## config.mk

```make
export PLATFORM = sky130hd
export DESIGN_NAME = mw_lsu_stage
export DESIGN_NICKNAME = d
export VERILOG_FILES = /design/src/rtl/mw_lsu_stage.sv
export SDC_FILE = /design/constraint.sdc
export NUM_CORES = 1
export LEC_CHECK = 0
export CORE_MARGIN = 5
export CORE_UTILIZATION = 41
export CTS_CLUSTER_DIAMETER = 200
export DETAILED_ROUTE_END_ITERATION = 12
export HOLD_SLACK_MARGIN = 0.05
export PLACE_DENSITY = 0.9
export SYNTH_ARGS = -nofsm -noshare
export SYNTH_HDL_FRONTEND = slang
export SYNTH_SLANG_ARGS = --single-unit
```

## constraint.sdc

```tcl
create_clock -name clk -period 5.1 [get_ports clk]
set_input_delay 0.765 -clock clk [delete_from_list [all_inputs] [get_ports clk]]
set_output_delay 0.765 -clock clk [all_outputs]
set_load 0.05 [all_outputs]
```

## src/rtl/mw_lsu_stage.sv

```systemverilog
// Memory/writeback stage: issues data-memory accesses over a req/ack bus, stalls upstream while
// an access is outstanding, extends load data and drives the register-file write port.
module mw_lsu_stage #(
  parameter int TIMEOUT = 16
) (
  input  logic        clk,
  input  logic        rst,
  input  logic [31:0] pc_in,
  input  logic [31:0] inst_in,
  input  logic [31:0] wd_in,
  input  logic [31:0] alu_in,
  input  logic [1:0]  wb_sel,
  input  logic        reg_wr,
  input  logic        wr_en,
  input  logic        rd_en,
  output logic        dmem_req,
  output logic        dmem_we,
  output logic [31:0] dmem_addr,
  output logic [31:0] dmem_wdata,
  output logic [3:0]  dmem_be,
  input  logic        dmem_ack,
  input  logic [31:0] dmem_rdata,
  output logic        stall_o,
  output logic        rf_we,
  output logic [4:0]  rf_waddr,
  output logic [31:0] rf_wdata,
  output logic        misalign_o,
  output logic        timeout_o
);
  localparam int CW = (TIMEOUT > 2) ? $clog2(TIMEOUT) : 1;
  localparam logic [CW:0] TMO_LAST = (CW+1)'(TIMEOUT - 1);

  typedef enum logic [1:0] {IDLE, WAIT, RESP} state_t;

  state_t          state_reg, state_next;
  logic [31:0]     load_q_reg, load_q_next;
  logic [CW-1:0]   tmo_cnt_reg, tmo_cnt_next;
  logic            tmo_flag_reg, tmo_flag_next;

  logic [2:0]  funct3;
  logic [4:0]  rd;
  logic [1:0]  off;
  logic        is_byte, is_half, mem_op, is_load, misaligned;
  logic [CW:0] cnt_inc;
  logic        tmo_hit;
  logic [3:0]  be_raw;
  logic [31:0] wdata_raw, ext_data, wb_data;
  logic [7:0]  byte_sel;
  logic [15:0] half_sel;
  logic        req, stall, rf_we_raw, mis_raw, tmo_raw;
  logic        unused_bits;

  assign funct3      = inst_in[14:12];
  assign rd          = inst_in[11:7];
  assign off         = alu_in[1:0];
  assign is_byte     = (funct3[1:0] == 2'b00);
  assign is_half     = (funct3[1:0] == 2'b01);
  assign mem_op      = wr_en | rd_en;
  assign is_load     = rd_en & ~wr_en;
  assign misaligned  = mem_op & (is_byte ? 1'b0 : (is_half ? off[0] : (off != 2'b00)));
  assign cnt_inc     = {1'b0, tmo_cnt_reg} + {{CW{1'b0}}, 1'b1};
  // Abort once the post-increment WAIT count reaches TIMEOUT-1.
  assign tmo_hit     = (cnt_inc >= TMO_LAST);
  assign unused_bits = ^{inst_in[31:15], inst_in[6:0]};

  always_comb begin
    be_raw    = 4'b1111;
    wdata_raw = wd_in;
    ext_data  = dmem_rdata;
    half_sel  = off[1] ? dmem_rdata[31:16] : dmem_rdata[15:0];
    case (off)
      2'd0:    byte_sel = dmem_rdata[7:0];
      2'd1:    byte_sel = dmem_rdata[15:8];
      2'd2:    byte_sel = dmem_rdata[23:16];
      default: byte_sel = dmem_rdata[31:24];
    endcase
    if (is_byte) begin
      be_raw    = 4'b0001 << off;
      wdata_raw = {4{wd_in[7:0]}};
      ext_data  = {{24{~funct3[2] & byte_sel[7]}}, byte_sel};
    end else if (is_half) begin
      be_raw    = off[1] ? 4'b1100 : 4'b0011;
      wdata_raw = {2{wd_in[15:0]}};
      ext_data  = {{16{~funct3[2] & half_sel[15]}}, half_sel};
    end
  end

  always_comb begin
    case (wb_sel)
      2'b00:   wb_data = pc_in + 32'd4;
      2'b10:   wb_data = load_q_reg;
      default: wb_data = alu_in;
    endcase
  end

  always_comb begin
    state_next    = state_reg;
    load_q_next   = load_q_reg;
    tmo_cnt_next  = tmo_cnt_reg;
    tmo_flag_next = tmo_flag_reg;
    req           = 1'b0;
    stall         = 1'b0;
    rf_we_raw     = 1'b0;
    mis_raw       = 1'b0;
    tmo_raw       = 1'b0;
    case (state_reg)
      IDLE: begin
        if (!mem_op) begin
          rf_we_raw = reg_wr;
        end else if (misaligned) begin
          mis_raw = 1'b1;
        end else begin
          req           = 1'b1;
          stall         = 1'b1;
          tmo_flag_next = 1'b0;
          if (dmem_ack) begin
            state_next = RESP;
            if (is_load) load_q_next = ext_data;
          end else begin
            state_next = WAIT;
          end
        end
      end
      WAIT: begin
        req   = 1'b1;
        stall = 1'b1;
        if (dmem_ack) begin
          state_next   = RESP;
          tmo_cnt_next = '0;
          if (is_load) load_q_next = ext_data;
        end else if (tmo_hit) begin
          state_next    = RESP;
          tmo_cnt_next  = '0;
          tmo_flag_next = 1'b1;
        end else begin
          tmo_cnt_next = cnt_inc[CW-1:0];
        end
      end
      RESP: begin
        rf_we_raw     = reg_wr & ~tmo_flag_reg;
        tmo_raw       = tmo_flag_reg;
        tmo_flag_next = 1'b0;
        state_next    = IDLE;
      end
      default: state_next = IDLE;
    endcase
  end

  always_ff @(posedge clk) begin
    if (!rst) begin
      state_reg    <= IDLE;
      load_q_reg   <= '0;
      tmo_cnt_reg  <= '0;
      tmo_flag_reg <= 1'b0;
    end else begin
      state_reg    <= state_next;
      load_q_reg   <= load_q_next;
      tmo_cnt_reg  <= tmo_cnt_next;
      tmo_flag_reg <= tmo_flag_next;
    end
  end

  // Outputs are held at zero combinationally while reset is asserted.
  assign dmem_req   = rst & req;
  assign dmem_we    = rst & req & wr_en;
  assign dmem_addr  = rst ? alu_in : 32'd0;
  assign dmem_wdata = rst ? wdata_raw : 32'd0;
  assign dmem_be    = (rst & req) ? be_raw : 4'b0000;
  assign stall_o    = rst & stall;
  assign rf_we      = rst & rf_we_raw & (rd != 5'd0);
  assign rf_waddr   = rst ? rd : 5'd0;
  assign rf_wdata   = rst ? wb_data : 32'd0;
  assign misalign_o = rst & mis_raw;
  assign timeout_o  = rst & tmo_raw;
endmodule

```

==> flow_metrics.tcl <==
set metrics [dict create \
    fin_cells 1003 \
    yosysWarnings 0 \
    drv_cap 0 \
    relSlewSlack_pct 54.6 \
    grt_pass1_vias 5331 \
    multi_input_area_um2 3380 \
    slew_violations 0 \
    final.period_utilization_pct 81.5 \
    crit_required_ns 4.34 \
    io_buffers 254 \
    setup_viol 0 \
    synth-seq-area-share_pct 17.3 \
    dr.pass1.iters 7 \
    crit_buf_inv 2 \
    max_stage_delay_ns 0.84 \
    period_needed_ns 4.16 \
    cts_resized 0 \
    arrival_ns 3.39 \
    area_growth_pct 57.6 \
    syn_area_um2 4500 \
    ys_types 60 \
    critPathLaunchType "primary input" \
    first_iter_violations 413 \
    synthFlopType "dfxtp_1" \
    die_h_um 115 \
    clockBufferDepth 2 \
    p_leak_nw 2.81 \
    path_clk_slew_ns 0.07 \
    cts_sinks 39 \
    tightestPinTransition_ns 0.681 \
    critPathTopFamily "buffers and inverters" \
    cts_inserted_buffers 5 \
    hold_ws_ns 0.507 \
    yosys.area.top_type "dfxtp_1" \
    place_congestion 0.933 \
    syn_inst 650 \
    post_cts.repair.setup_buffers 0 \
    fin_nets 1033 \
    synth_seq_cells 39 \
    synth_area_leaders "dfxtp_1 (17%), nand2_1 (13%), and2_1 (7.1%)" \
    path_class "in2out" \
    num_vias 5492 \
    grt_usage_pct 25.6 \
    grt_max_degree 62 \
    hold_path_class "reg2reg" \
    ir_drop_mv 0.124 \
    finalSetupTns_ns 0 \
    cts_tree "done" \
    path_max_fanout 9 \
    synth_nets 821 \
    crit_slowest_cell "clkdlybuf4s50_1" \
    regArea_um2 781 \
    dpl.hpwl_mm 13.7 \
    outcome "complete, no violations" \
    post-place-cells 995 \
    cts_root_buf "clkbuf_8" \
    avgViaCountPerCell 5.48 \
    cts_max_level 2 \
    synth.avg_cell_area_um2 6.93 \
    synth_edf_count 0 \
    p_total_mw 1.24 \
    finalWirelength_mm 17.5 \
    fp.coreArea_um2 10800 \
    ant_nets 0 \
    drc_errors 0 \
    nFillCells 927 \
    largest_register_ffs 32 \
    drive_gt1_share_pct 8.23 \
    grt_pass1_wl_mm 27.1 \
    async_flop_share_pct 0 \
    rsz0062_at_grt "no" \
    fmax_ghz 0.241 \
    p_per_area_nw_per_um2 174 \
    dieWidth_um 115 \
    antennaDiodeCount 0 \
    postCtsHoldBufs 0 \
    wl_per_cell_um 17.4 \
    num_io_pins 279 \
    antenna_found_initial 0 \
    crit_chain "clkdlybuf4s50_1, and4_1, nand4_1, nor3_1, xnor2_1, o21ai_0, clkdlybuf4s50_1" \
    path_common_cell "clkdlybuf4s50_1" \
    initial_utilization_pct 41.7 \
    skew_ns 0.0125 \
    dieArea_um2 13200 \
    synth_top_cell_area_share_pct 17.3 \
    overflow 0 \
    num_rows 38 \
    hold_violations 0 \
    cp-end-kind "output pin" \
    clock_latency_ns 0.31 \
]
[cell families (layout without fill, tap and decap cells)]
kind of cell / after synthesis / in the layout / synth area share (%)
AOI/OAI and AO/OA: 168 / 168 / 25.5
adders and majority gates: 3 / 3 / 0.834
muxes: 35 / 35 / 9.76
and+or+nand+nor: 306 / 306 / 33.4
buffers and inverters: 70 / 283 / 7.56
DFF: 39 / 39 / 17.3
xor gates and xnor gates: 29 / 29 / 5.64
[worst paths after layout]
path,startpoint,slack [ns],depth (start not counted),to
worst max-delay path,pc_in[4],0.94,7,rf_wdata[17]
worst min-delay path,load_q_reg[4],0.51,1,load_q_reg[4]
worst max register to register,tmo_cnt_reg[0],3.25,7,tmo_cnt_reg[3]
worst min register to register,load_q_reg[4],0.51,1,load_q_reg[4]
[where the power goes]
part / internal, mW / switching, mW
Clock: 0.146 / 0.119
Combinational: 0.271 / 0.377
Sequential: 0.316 / 0.00828
[cells in the mapped netlist, types with 8 or more instances]
cell type	count
nand2_1	150
and3_1	9
inv_1	12
clkbuf_1	38
o21ai_0	58
o221a_2	8
nor3_1	8
mux2i_1	27
o211a_1	14
o211ai_1	9
nor2_1	26
o21ai_1	12
dfxtp_1	39
a21boi_0	10
nor2b_1	16
a21oi_2	8
and2_1	51
nand3_1	16
a21oi_1	30
xnor2_1	28
[through the flow]
step	area [um2]	util, %	setup WS [ns]
floorplan	4500	-	1.53
global placement	6980	64.7	0.970
detailed placement	6980	64.7	0.947
CTS	7090	65.7	0.949
global route	7090	65.7	0.733
finish	7090	65.7	0.943
[cell type report]
| cell class | count | share of cell area (%) |
|---|---|---|
| clock buffers | 5 | 0.970 |
| clock inverters | 3 | 0.617 |
| inverters | 12 | 0.635 |
| multi-input cells | 541 | 47.7 |
| flip-flops and latches | 39 | 11.0 |
| well taps | 140 | 2.47 |
| repair buffers | 263 | 36.6 |
[metal layers]
metal  up-vias  GRT usage [%]  routed length, um
li1       2678              -                  -
met4         0           5.56                392
met1      2562           31.3               6810
met2       222           45.4               8800
met3        30           6.47               1450
met5         -              0                  0
[placed cells by master, fill, tap and decap left out, types with 14 or more instances in the layout]
cell type	n
nand2_1	150
and2_1	51
nor2_1	25
dfxtp_1	39
nor2b_1	16
xnor2_1	28
nand3_1	16
buf_4	20
a21oi_1	30
o21ai_0	58
mux2i_1	27
clkdlybuf4s50_1	240
o211a_1	14
[worst register-to-register path: stages, from the launching register on]
cell	delay, ns
dfxtp_1	0.44
inv_1	0.08
ha_1	0.30
nor2_1	0.05
o22a_1	0.23
a211oi_1	0.36
a32o_1	0.23
a22o_1	0.11
No activity file was read; power rests on OpenSTA's default activity.
